### src/rtl/x_uart_tx.sv
// x_uart_tx: byte-wide UART transmitter (start, 8 data LSB first, stop) with a one-byte holding register.
// Define X_UART_TX_PARITY_EN to insert an even-parity bit between data bit 7 and stop.
module x_uart_tx #(
    parameter int CLK_HZ = 12_000_000,
    parameter int BAUD   = 115_200
) (
    input  logic       i_clk,
    input  logic       i_rst,
    input  logic       i_valid,
    input  logic [7:0] i_data,
    output logic       o_ready,
    output logic       o_tx,
    output logic       o_busy
);
    localparam int CLKS_PER_BIT = CLK_HZ / BAUD;
    localparam int CNT_W = (CLKS_PER_BIT > 1) ? $clog2(CLKS_PER_BIT) : 1;
    localparam logic [CNT_W-1:0] CNT_LAST = CNT_W'(CLKS_PER_BIT - 1);

    typedef enum logic [2:0] {IDLE, START, DATA, PARITY, STOP} state_e;

    state_e           state_q, state_d;
    logic             hold_full_q, hold_full_d;
    logic [7:0]       hold_q, hold_d;
    logic [7:0]       shift_q, shift_d;
    logic [CNT_W-1:0] baud_q, baud_d;
    logic [2:0]       bit_q, bit_d;
    logic             tx_q, tx_d;
    logic             bit_end;
    logic             accept;
    logic             load;
`ifdef X_UART_TX_PARITY_EN
    logic             par_q, par_d;
`endif

    always_comb begin
        state_d     = state_q;
        hold_full_d = hold_full_q;
        hold_d      = hold_q;
        shift_d     = shift_q;
        baud_d      = baud_q;
        bit_d       = bit_q;
        tx_d        = tx_q;
        load        = 1'b0;
        bit_end     = (baud_q == CNT_LAST);
        accept      = i_valid & ~hold_full_q;
`ifdef X_UART_TX_PARITY_EN
        par_d       = par_q;
`endif

        if (state_q != IDLE) begin
            baud_d = bit_end ? '0 : baud_q + 1'b1;
        end

        case (state_q)
            IDLE: begin
                tx_d = 1'b1;
                load = hold_full_q;
            end
            START: begin
                if (bit_end) begin
                    state_d = DATA;
                    bit_d   = '0;
                    tx_d    = shift_q[0];
                end
            end
            DATA: begin
                if (bit_end) begin
                    if (bit_q == 3'd7) begin
`ifdef X_UART_TX_PARITY_EN
                        state_d = PARITY;
                        tx_d    = par_q;
`else
                        state_d = STOP;
                        tx_d    = 1'b1;
`endif
                    end else begin
                        bit_d   = bit_q + 1'b1;
                        shift_d = {1'b0, shift_q[7:1]};
                        tx_d    = shift_q[1];
                    end
                end
            end
`ifdef X_UART_TX_PARITY_EN
            PARITY: begin
                if (bit_end) begin
                    state_d = STOP;
                    tx_d    = 1'b1;
                end
            end
`endif
            STOP: begin
                if (bit_end) begin
                    // A held byte chains straight into the next start bit.
                    if (hold_full_q) begin
                        load = 1'b1;
                    end else begin
                        state_d = IDLE;
                    end
                end
            end
            default: begin
                state_d = IDLE;
                tx_d    = 1'b1;
            end
        endcase

        if (load) begin
            state_d     = START;
            shift_d     = hold_q;
            hold_full_d = 1'b0;
            baud_d      = '0;
            tx_d        = 1'b0;
`ifdef X_UART_TX_PARITY_EN
            par_d       = ^hold_q;
`endif
        end

        // Accept needs an empty register, transfer a full one, so they never coincide.
        if (accept) begin
            hold_d      = i_data;
            hold_full_d = 1'b1;
        end
    end

    always_ff @(posedge i_clk or negedge i_rst) begin
        if (!i_rst) begin
            state_q     <= IDLE;
            hold_full_q <= 1'b0;
            baud_q      <= '0;
            bit_q       <= '0;
            tx_q        <= 1'b1;
        end else begin
            state_q     <= state_d;
            hold_full_q <= hold_full_d;
            baud_q      <= baud_d;
            bit_q       <= bit_d;
            tx_q        <= tx_d;
        end
    end

    always_ff @(posedge i_clk) begin
        hold_q  <= hold_d;
        shift_q <= shift_d;
`ifdef X_UART_TX_PARITY_EN
        par_q   <= par_d;
`endif
    end

    assign o_ready = ~hold_full_q;
    assign o_busy  = (state_q != IDLE) | hold_full_q;
    assign o_tx    = tx_q;

endmodule

### config.mk
export PLATFORM = sky130hd
export DESIGN_NAME = x_uart_tx
export DESIGN_NICKNAME = d
export VERILOG_FILES = /design/src/rtl/x_uart_tx.sv
export SDC_FILE = /design/constraint.sdc
export NUM_CORES = 1
export LEC_CHECK = 0
export CAP_MARGIN = 20
export CORE_MARGIN = 1.5
export CORE_UTILIZATION = 45
export DETAILED_ROUTE_END_ITERATION = 12
export DONT_BUFFER_PORTS = 1
export GPL_TIMING_DRIVEN = 0
export PLACE_DENSITY_LB_ADDON = 0.15
export SLEW_MARGIN = 20
export SYNTH_ARGS = -nofsm -noshare
export SYNTH_HDL_FRONTEND = slang
export SYNTH_SLANG_ARGS = --single-unit
export TNS_END_PERCENT = 20
### constraint.sdc
create_clock -name i_clk -period 2.3 [get_ports i_clk]
set_input_delay 0.575 -clock i_clk [delete_from_list [all_inputs] [get_ports i_clk]]
set_output_delay 0.575 -clock i_clk [all_outputs]
set_load 0.05 [all_outputs]
Yosys cells after proc, flatten, opt, wreduce, memory -nomap -nowiden
Cells that the tools add are included.
{"block": "totals", "regBits": 31, "latchBits": 0, "ramBits": 0, "mem_bits_ro": 0, "input_bits": 11, "out_inout_bits": 3, "mem_count": 0}
{"block": "classes", "addsub": 2, "multipliers": 0, "div": 0, "order_cmp": 0, "n_eq_ne": 16, "shift": 0, "muxes": 28, "bitwise": 3, "n_reduce_logical": 11}
{"op": "$mux W8", "n": 4}
{"op": "$mux W3", "n": 9}
{"op": "$mux W7", "n": 3}
{"op": "$ne A3 B3 Y1 const B", "n": 5}
{"op": "$ne A2 B2 Y1 const B", "n": 6}
{"op": "$pmux W3 S4", "n": 1}
{"op": "$reduce_bool A2 Y1", "n": 5}
{"op": "$mux W1", "n": 8}
{"op": "$add A7 B1 Y7 const B", "n": 1}
{"op": "$eq A7 B7 Y1 const B", "n": 1}
{"op": "$eq A3 B3 Y1 const B", "n": 2}
{"op": "$pmux W3 S2", "n": 1}
{"op": "$reduce_and A3 Y1", "n": 2}
{"op": "$reduce_and A6 Y1", "n": 1}
{"op": "$reduce_and A4 Y1", "n": 1}
{"op": "$add A3 B1 Y3 const B", "n": 1}
{"op": "$eq A3 B1 Y1 const B", "n": 1}
{"op": "$eq A3 B2 Y1 const B", "n": 1}
{"op": "$logic_not A3 Y1", "n": 1}
{"op": "$pmux W1 S3", "n": 1}
{"op": "$reduce_bool A3 Y1", "n": 1}
{"op": "$pmux W1 S2", "n": 1}
{"op": "$and A1 B1 Y1", "n": 1}
{"op": "$not A1 Y1", "n": 1}
{"op": "$or A1 B1 Y1", "n": 1}

Depth between registers and ports, before layout
{"block": "logic_depth", "ltp_word": 5, "depth_mapped": 6, "mapped_depth_nobuf": 6}

Least setup slack after synthesis
Ideal clock, no wire load.
{"block": "synth_path", "kind": "reg-to-reg", "from": "register bit_q[0]", "to": "register shift_q[0], enable pin", "setup_time_ns": 0.370, "arrival_ns": 1.635, "slack_ns": 0.295, "path_stages_with_launch": 7, "period_less_slack_ns": 2.005, "cell_sequence": "dfrtp_1 ha_1 ha_1 or2b_1 o31ai_1 a2bb2oi_1 nor2_1"}
{"block": "synth_between", "elab_chain_cells": 3}
{"item": "start: declaration", "line": "26", "text": "logic [2:0] bit_q, bit_d;"}
{"item": "start signal: assignment", "line": "136", "text": "bit_q <= bit_d;"}
{"item": "$eq A3 B3 Y1", "line": "68", "text": "if (bit_q == 3'd7) begin"}
{"item": "$ne A2 B2 Y1 (no source line)"}
{"item": "$reduce_and A3 Y1 (no source line)"}
{"item": "end signal: assignment", "line": "143", "text": "shift_q <= shift_d;"}
{"item": "end: declaration", "line": "24", "text": "logic [7:0] shift_q, shift_d;"}
Every way passes these cells.
A chain may end at the register's enable or synchronous reset.

Final worst setup path
{"block": "layout_path", "from": "register hold_full_q", "to": "output o_busy"}
{"block": "layout_between", "elab_chain_cells": 1}
{"item": "start: declaration", "line": "22", "text": "logic hold_full_q, hold_full_d;"}
{"item": "start signal: assignment", "line": "134", "text": "hold_full_q <= hold_full_d;"}
{"item": "$or A1 B1 Y1", "line": "150", "text": "assign o_busy = (state_q != IDLE) | hold_full_q;"}
{"item": "end: declaration", "line": "13", "text": "output logic o_busy"}
Every way passes these cells.

==> flow_results.xml <==
<?xml version="1.0" encoding="UTF-8"?>
<metrics>
  <group name="detailed_routing">
    <metric name="first_iter_violations" unit="">28</metric>
    <metric name="detail-route-antenna-nets" unit="">0</metric>
    <metric name="routed-via-count" unit="">951</metric>
    <metric name="via_per_inst" unit="">5.59</metric>
    <metric name="detail_route.drc_violations" unit="">0</metric>
    <metric name="drtPass1Iterations" unit="">4</metric>
    <metric name="drt-wirelength-per-cell" unit="um">15.9</metric>
    <metric name="drt-total-wl" unit="mm">2.71</metric>
  </group>
  <group name="synth">
    <metric name="synth_compound_gate_area_share" unit="">0.0876</metric>
    <metric name="list_of_most_frequent_post_synthesis_cells" unit="">16 x edfxtp_1, 14 x dfrtp_1, 12 x mux2_2, 10 x nor2_1, 8 x nand2_1</metric>
    <metric name="post_synth_fa_ha_maj_area_fraction" unit="">0.0253</metric>
    <metric name="async_reset_ff_frac" unit="">0.484</metric>
    <metric name="synth_most_common_cell" unit="">edfxtp_1</metric>
    <metric name="synth-main-ff-cell" unit="">edfxtp_1</metric>
    <metric name="dominant_combinational_cell_family_by_area_after_synthesis" unit="">simple AND/OR/NAND/NOR gates</metric>
    <metric name="post_synth_instance_area" unit="mm2">0.00149</metric>
    <metric name="synthXorXnorAreaFrac" unit="">0.0236</metric>
    <metric name="avgSynthCellArea" unit="um2">12.7</metric>
    <metric name="synth_area_leaders" unit="">edfxtp_1 32%, dfrtp_1 24%, mux2_2 9.1%</metric>
    <metric name="synth_sequential_area_ratio" unit="">0.577</metric>
    <metric name="synth.top_cell.area_share" unit="">0.324</metric>
    <metric name="syn_nets" unit="">131</metric>
    <metric name="share_of_synthesized_cell_area_in_and_or_nand_and_nor_gates" unit="">0.167</metric>
    <metric name="synth_area_leader_cell" unit="">edfxtp_1</metric>
    <metric name="synth_cell_type_count" unit="">40</metric>
    <metric name="syn_inst" unit="">117</metric>
    <metric name="synth_seq_cells" unit="">31</metric>
    <metric name="post_synth_mux_area_share" unit="">0.0977</metric>
    <metric name="yosys_warnings" unit="">0</metric>
    <metric name="number_of_flops_mapped_to_enable_cells_by_yosys" unit="">16</metric>
  </group>
  <group name="sta">
    <metric name="final.setup.tns" unit="ns">0</metric>
    <metric name="timing_hold_violations_final" unit="">0</metric>
    <metric name="fin_worst_skew" unit="ns">0.00350</metric>
    <metric name="timing.final.max_slew_violations" unit="">0</metric>
    <metric name="fin_crit" unit="ns">2.17</metric>
    <metric name="maxSlewHeadroom" unit="">0.516</metric>
    <metric name="finalCritPeriodShare" unit="">0.941</metric>
    <metric name="grt_setup_unrepaired" unit="">no</metric>
    <metric name="max_freq" unit="MHz">462</metric>
    <metric name="timing_worst_slew_pin_value" unit="ns">0.725</metric>
    <metric name="setup_violations" unit="">0</metric>
  </group>
  <group name="global_routing">
    <metric name="via_count_of_the_first_global_routing_pass" unit="">914</metric>
    <metric name="antenna_violations_before_repair" unit="">0</metric>
    <metric name="grt_usage" unit="">0.168</metric>
    <metric name="grt_max_degree" unit="">15</metric>
    <metric name="grt_residual_overflow" unit="">0</metric>
    <metric name="grt_first_pass_wirelength" unit="mm">4.33</metric>
  </group>
  <group name="worst_setup_path">
    <metric name="required_arrival_time_at_the_worst_endpoint" unit="ns">1.73</metric>
    <metric name="critical_path_arrival" unit="ns">1.59</metric>
    <metric name="critPathLaunchType" unit="">register</metric>
    <metric name="worst_setup_path_end_kind" unit="">output pin</metric>
    <metric name="timing_worst_setup_path_type" unit="">reg2out</metric>
    <metric name="worst-path-max-fanout" unit="">7</metric>
  </group>
  <group name="finish">
    <metric name="diodes" unit="">0</metric>
    <metric name="layout-area-overhead-vs-synth" unit="%">10.2</metric>
    <metric name="nNetsFinal" unit="">139</metric>
    <metric name="post_route_cells_drive_above_1_share" unit="">0.254</metric>
  </group>
  <group name="pwr">
    <metric name="overall_power" unit="mW">1.38</metric>
    <metric name="peakVddDrop" unit="mV">0.533</metric>
    <metric name="power.leakage" unit="nW">0.614</metric>
    <metric name="power-per-cell-area" unit="mW/mm2">843</metric>
  </group>
  <group name="floorplanning">
    <metric name="die_area" unit="mm2">0.00365</metric>
    <metric name="start_util" unit="">0.479</metric>
    <metric name="fp.dieW" unit="um">60.5</metric>
    <metric name="vertical_extent_of_the_die" unit="um">60.5</metric>
    <metric name="floorplan.core_area" unit="mm2">0.00310</metric>
    <metric name="rows" unit="">20</metric>
    <metric name="pin_count" unit="">14</metric>
  </group>
  <group name="placement">
    <metric name="routabilityCongestion" unit="">0.783</metric>
    <metric name="dpl.hpwl" unit="mm">1.83</metric>
    <metric name="buffer_ports.inserted" unit="">0</metric>
  </group>
  <group name="clock_network">
    <metric name="clockRootBuffer" unit="">clkbuf_4</metric>
    <metric name="clock_sink_count" unit="">31</metric>
    <metric name="cts-buffers-inserted" unit="">5</metric>
    <metric name="post-cts-setup-buffer-count" unit="">0</metric>
    <metric name="worst_skew_pair.late_latency" unit="ns">0.34</metric>
    <metric name="htree_num_levels" unit="">2</metric>
    <metric name="clock_tree_from_tritoncts" unit="">done</metric>
    <metric name="clk_path_buf_depth" unit="">2</metric>
    <metric name="path_clk_slew" unit="ns">0.10</metric>
  </group>
  <group name="job">
    <metric name="number_of_max_capacitance_violations_reported" unit="">0</metric>
  </group>
  <group name="hold_path">
    <metric name="worst_hold_path_type" unit="">in2async</metric>
  </group>
  <group name="status">
    <metric name="run_status" unit="">completed</metric>
  </group>
</metrics>
==> state kept, by name, indices dropped and copies added (netlist names) <==
signal and count:
hold_q 8, shift_q 8, baud_q 7, bit_q 3, state_q 3, hold_full_q 1, o_tx 1
==> layer usage <==
layer / GRT usage / wire length [um] / up-vias
met2: 0.248 / 1220 / 15
li1: - / - / 448
met1: 0.223 / 1330 / 480
met5: 0 / 0 / -
met3: 0.0448 / 99 / 8
met4: 0.102 / 58 / 0
==> critical path, cell delays in order (launching register included) <==
cell and delay (ns):
dfrtp_1 0.47, inv_1 0.43, nand2_2 0.35
==> placed cells by master (no fill, tap or decap), drive strengths merged, types with 2 or more instances in the layout <==
| cell type | Yosys | routed |
|---|---|---|
| clkinv | 0 | 2 |
| nor2b | 3 | 3 |
| mux2 | 12 | 12 |
| o21ai | 4 | 4 |
| dfrtp | 14 | 14 |
| nand3 | 2 | 2 |
| edfxtp | 16 | 16 |
| nor3b | 2 | 2 |
| ha | 3 | 3 |
| a21oi | 4 | 4 |
| o41ai | 2 | 2 |
| nor2 | 10 | 10 |
| inv | 4 | 4 |
| nand2 | 9 | 9 |
| clkbuf | 0 | 5 |
| and2 | 2 | 2 |
| buf | 3 | 3 |
| nor3 | 5 | 5 |
| xnor2 | 4 | 4 |
==> kinds of logic after synthesis <==
family                   after synthesis
multiplexers                          13
XOR/XNOR                               4
flip-flops                            31
adder cells (fa/ha/maj)                3
buffers and inverters                  7
AO/OA/AOI/OAI                         18
AND/OR/NAND/NOR                       41
==> layout make-up <==
cell class	count	area (um2)
well taps	44	55.1
inverters	4	15.0
repair buffers	1	10.0
fillers	297	1470
plain buffers	3	17.5
clock buffers	5	37.5
clock inverters	3	38.8
multi-input cells	79	606
flip-flops and latches	31	857
==> path summary, 6_finish.rpt <==
kind / cells after the start / slack (ns) / startpoint / to
worst min register to register: 1 / 0.52 / bit_q[1]$_DFFE_PN0P_ / bit_q[1]$_DFFE_PN0P_
max in group asynchronous: 1 / 1.18 / i_rst / hold_full_q$_DFFE_PN0P_
worst min-delay path: 0 / 0.07 / i_rst / o_tx$_DFFE_PN1P_
worst max-delay path: 2 / 0.13 / hold_full_q$_DFFE_PN0P_ / o_busy
worst max register to register: 6 / 0.18 / bit_q[0]$_DFFE_PN0P_ / shift_q[3]$_DFFE_PP_
min in group i_clk: 0 / 0.33 / i_data[0] / hold_q[0]$_DFFE_PP_
==> power breakdown <==
part | internal, mW | switching, mW | total (mW)
Combinational | 0.116 | 0.107 | 0.223
Sequential | 0.653 | 0.0909 | 0.744
Clock | 0.223 | 0.189 | 0.412
==> stage by stage <==
| step | area [um2] | setup slack, ns | hold slack [ns] | utilization | std cells |
|---|---|---|---|---|---|
| after floorplan | 1490 | 0.295 | 0.279 | - | 117 |
| after global placement | 1540 | 0.0264 | 0.280 | 0.496 | 161 |
| after detailed placement | 1540 | 0.0211 | 0.280 | 0.496 | 161 |
| after CTS | 1640 | 0.113 | 0.0507 | 0.527 | 170 |
| after global routing | 1640 | 0.0626 | 0.0439 | 0.527 | 170 |
| final | 1640 | 0.135 | 0.0664 | 0.527 | 170 |
==> repair_timing <==
item	in CTS	in global routing
hold buffers	1	0
endpoints found under the setup margin	9	0
gates resized for setup	3	0
endpoints found under the hold margin	14	0
Power figures use the tool's default switching activity.
==> RTL edit 1, RTL diff (same flow settings) <==
Build with the macro `X_UART_TX_PARITY_EN` defined.
--- a/src/rtl/x_uart_tx.sv
+++ b/src/rtl/x_uart_tx.sv
@@ -1,5 +1,7 @@
 // x_uart_tx: byte-wide UART transmitter (start, 8 data LSB first, stop) with a one-byte holding register.
 // Define X_UART_TX_PARITY_EN to insert an even-parity bit between data bit 7 and stop.
+`define X_UART_TX_PARITY_EN
+
 module x_uart_tx #(
     parameter int CLK_HZ = 12_000_000,
     parameter int BAUD   = 115_200
Formal check against the unedited RTL: same outputs for any inputs over 10 cycles, from zero or initial values and one cycle with i_rst low; that may be too few to reach the edited logic, so the function may still have changed.
==> RTL edit 1 against the unedited design <==
  * Total power rose by 7.3%
  * Critical path depth unchanged
  * Cell area is 3.5% higher
  * Routed wire length is 0.78% lower
  * Area after synthesis is 5.4% higher
  * Largest cell class unchanged
  * Worst setup slack worse by 14 ps
  * Sequential share of layout area about the same
  * Sequential cell count grew 1
  * Critical path type unchanged
  * Die area is 5.1% higher
==> RTL edit 1: results (changes against the unedited design) <==
status finished clean; slew of the pin with the lowest slew margin 665.9 ps (-58.88 ps); CP max FO 6 (-1); CP startpoint state_q[2]; clk buf depth 2 (unchanged); first-pass GRT wire length 4.374 mm (+1.1%); Worst VDD drop 0.4980 mV (-6.6%); GR Util All Layers 16.56% (-0.28 points); reg2reg path depth 4 (-2); Post-DP HPWL 1.858 mm (+1.6%); pre-CTS WS 0.2416 ps (-20.89 ps); Post-Route Skew 15.47 ps (+11.97 ps); Leakage 0.7033 nW (+14%); sequential share of the synthesized area 56.67% (-1.0 points); CP max stage delay 530 ps (+60 ps); Compound-Gate Fraction of Synth Area 8.873% (+0.11 points); top post-synthesis cells by area edfxtp_1 (33%), dfrtp_1 (22%), mux2_4 (6.7%); most common library cells after synthesis edfxtp_1 (17), dfrtp_1 (14), nor2_1 (11); vias in the first global route 912 (-0.22%); H-tree depth 2 (unchanged); Vias/cell 5.284 (-5.5%); Post-Synth XOR/XNOR Area 7.274% (+4.9 points); Netlist cell types 41 (+2.5%); slowest CP cell or4_1; Syn Nets 142 (+8.4%); DP Area 1623 um2 (+5.4%); layout cells sized above 1 18.25% (-7.1 points); Cell Count, Final, Fillers Out 183 (+7.6%); final RePlAce weighted congestion 0.8293 (+6.0%); Async SR Flop Fraction 46.88% (-1.5 points); RR Startpoint baud_q[3]; final net count 150 (+7.9%); initial DRC count 51 (+82%); WL/cell 14.68 um (-7.8%); EDFF count, synth 17 (+1); Fillers 313 (+5.4%); clock-pin slew on the worst setup and hold paths 110 ps; register area 887.1 um2 (+3.5%); area share of fa/ha/maj cells after synthesis 2.398% (-0.13 points); synthesized instance count 128 (+9.4%); delay-heaviest family, CP simple AND/OR/NAND/NOR gates; mux share of post-synthesis cell area 6.715% (-3.1 points)
==> RTL edit 1: layer usage <==
| layer | GRT usage (%) | wire length, um | vias to the layer above |
|---|---|---|---|
| li1 | - | - | 473 |
| met1 | 22.31 | 1256 | 460 |
| met2 | 24.11 | 1216 | 29 |
| met3 | 6.418 | 165 | 5 |
| met4 | 6.383 | 48 | 0 |
| met5 | 0 | 0 | - |
==> RTL edit 1: timing repair <==
item / in CTS / in global routing
buffers inserted: 0 / 0
hold buffers: 1 / 0
endpoints found under the hold margin: 14 / 0
gates resized for setup: 1 / 2
endpoints found under the setup margin: 8 / 1
==> RTL edit 1: kinds of logic after synthesis <==
| family | count (synthesis) |
|---|---|
| buf+inv | 11 |
| xor+xnor | 13 |
| mux | 7 |
| flops | 32 |
| compound gates | 20 |
| fa+ha+maj | 3 |
| simple gates | 42 |
==> RTL edit 1: power breakdown <==
| group | switching (mW) | internal [mW] |
|---|---|---|
| clock | 0.204 | 0.115 |
| combinational | 0.173 | 0.152 |
| sequential | 0.116 | 0.722 |
| total | 0.492 | 0.988 |
==> RTL edit 1: final timing paths <==
| check | endpoint | slack (ps) |
|---|---|---|
| setup / recovery | o_busy | 120 |
| hold reg to reg | bit_q[1] | 500 |
| min in group i_clk | hold_q[2] | 330 |
| hold / removal | o_tx | 80 |
| max in group asynchronous | baud_q[0] | 1180 |
| setup reg to reg | shift_q[6] | 240 |
==> RTL edit 1: worst register-to-register path: stages, from the launching register on <==
cell	delay, ps
dfrtp_1	460
and4bb_2	410
and2_1	250
o21ai_0	150
a21oi_2	430
==> RTL edit 1: area by class of cell <==
cell class,count,share of cell area [%]
well taps,46,3.397
multi-input cells,85,37.15
inverters,6,1.329
clock inverters,3,1.108
flip-flops and latches,32,52.36
repair buffers,1,0.5908
plain buffers,5,1.846
clock buffers,5,2.216
==> RTL edit 2, RTL diff (config.mk and constraints unchanged) <==
Made on the original files. Encoding of `state_e`: now one-hot (5 bits for 5 states).
--- a/src/rtl/x_uart_tx.sv
+++ b/src/rtl/x_uart_tx.sv
@@ -16,7 +16,7 @@
     localparam int CNT_W = (CLKS_PER_BIT > 1) ? $clog2(CLKS_PER_BIT) : 1;
     localparam logic [CNT_W-1:0] CNT_LAST = CNT_W'(CLKS_PER_BIT - 1);
 
-    typedef enum logic [2:0] {IDLE, START, DATA, PARITY, STOP} state_e;
+    typedef enum logic [4:0] {IDLE = 5'b00001, START = 5'b00010, DATA = 5'b00100, PARITY = 5'b01000, STOP = 5'b10000} state_e;
 
     state_e           state_q, state_d;
     logic             hold_full_q, hold_full_d;
Check against the original RTL: same outputs for any inputs over 10 cycles, from zero or initial values and one cycle with i_rst low; not proved beyond that.
==> RTL edit 2 against the unedited design <==
  * Global-route usage grew 0.37 points
  * Sequential cell count rose by 1
  * Routed wire length is 13% higher
  * Sequential share of layout area decreased by 4.8 points
  * Worst setup slack lost 110 ps
  * Clock skew up 0.66 ps
  * Area after synthesis up 12%
  * Cell area grew 14%
  * Via count is 15% higher
  * Critical endpoint unchanged
  * Hold slack improved by 64 ps
  * Core utilization up 1.2 points
  * Count of clock-buffer cells in the layout unchanged
Power is not compared: it rests on default switching activity, and its combinational part moved more than twofold at a synthesized area within 25%.
==> RTL edit 2: results (changes against the unedited design) <==
initial DRC count 52 (+86%); delay-heaviest family, CP simple AND/OR/NAND/NOR gates; most common library cells after synthesis edfxtp_1 (16), dfrtp_1 (14), nor2_1 (10), nand2_1 (9); Root Driver clkbuf_8; Cell Count, Final, Fillers Out 194 (+14%); status finished clean; pre-CTS WS -166.0 ps (-187.1 ps); layout cells sized above 1 27.70% (+2.3 points); first-pass GRT wire length 5.306 mm (+23%); met2 WL post-DR 1.385 mm (+13%); Finished Cell Area 1858 um2 (+14%); WL met3 115 um (+16%); final net count 161 (+16%); GR Util All Layers 17.21% (+0.37 points); syn_area_per_cell 12.23 um2 (-3.7%); GR Util met2 25.39% (+0.55 points); Post-Route Skew 4.162 ps (+0.6613 ps); register area 884.6 um2 (+3.2%); multi-input logic portion of the cell area 37.78% (+0.77 points); CP max FO 2 (-5); Fillers 309 (+4.0%); top post-synthesis cells by area edfxtp_1 (29%), dfrtp_1 (21%), mux2_4 (5.4%); clock-pin slew on the worst setup and hold paths 70 ps (-30 ps); multi-input gates 90 (+14%); WL/cell 15.84 um (-0.56%); Post-DP HPWL 2.032 mm (+11%); Arrival @ worst endpoint 1700 ps (+110 ps); grt met3 use 5.106% (+0.63 points); final RePlAce weighted congestion 0.7788 (-0.49%); vias in the first global route 1134 (+24%); TritonCTS Sinks 32 (+3.2%); DP Area 1720 um2 (+12%); full die area 4069 um2 (+11%); slew of the pin with the lowest slew margin 712.1 ps (-12.72 ps); dpl cells 182 (+13%); Post-Route M1 WL 1.505 mm (+13%); Non-clock buffer share 5.387% (+3.7 points); slowest CP cell dfstp_2; Vias/cell 5.624 (+0.53%)
## RTL edit 2: repair_timing
| action | CTS | global route |
|---|---|---|
| gates resized for setup | 4 | 0 |
| hold endpoints to repair | 14 | 0 |
| buffers inserted | 4 | 1 |
| pin swaps | 2 | 1 |
| hold buffers | 1 | 0 |
| endpoints found under the setup margin | 1 | 1 |
| gates cloned | 0 | 0 |
## RTL edit 2: cells by family after synthesis
kind of cell	synth area share, %
fa+ha+maj	2.258
flops	53.12
compound gates	13.24
buf+inv	5.117
mux	8.578
simple gates	16.63
xor+xnor	1.054
## RTL edit 2: path summary, 6_finish.rpt
| path | from | to | slack, ps | cells past startpoint |
|---|---|---|---|---|
| max reg2reg | baud_q[0] | shift_q[2] | 130 | 8 |
| min in group i_clk | i_data[4] | hold_q[4] | 390 | 0 |
| min | i_rst | state_q[0] | 130 | 0 |
| max | state_q[0] | o_busy | 30 | 3 |
| max in group asynchronous | i_rst | state_q[4] | 1020 | 1 |
| min reg2reg | baud_q[6] | baud_q[6] | 480 | 1 |
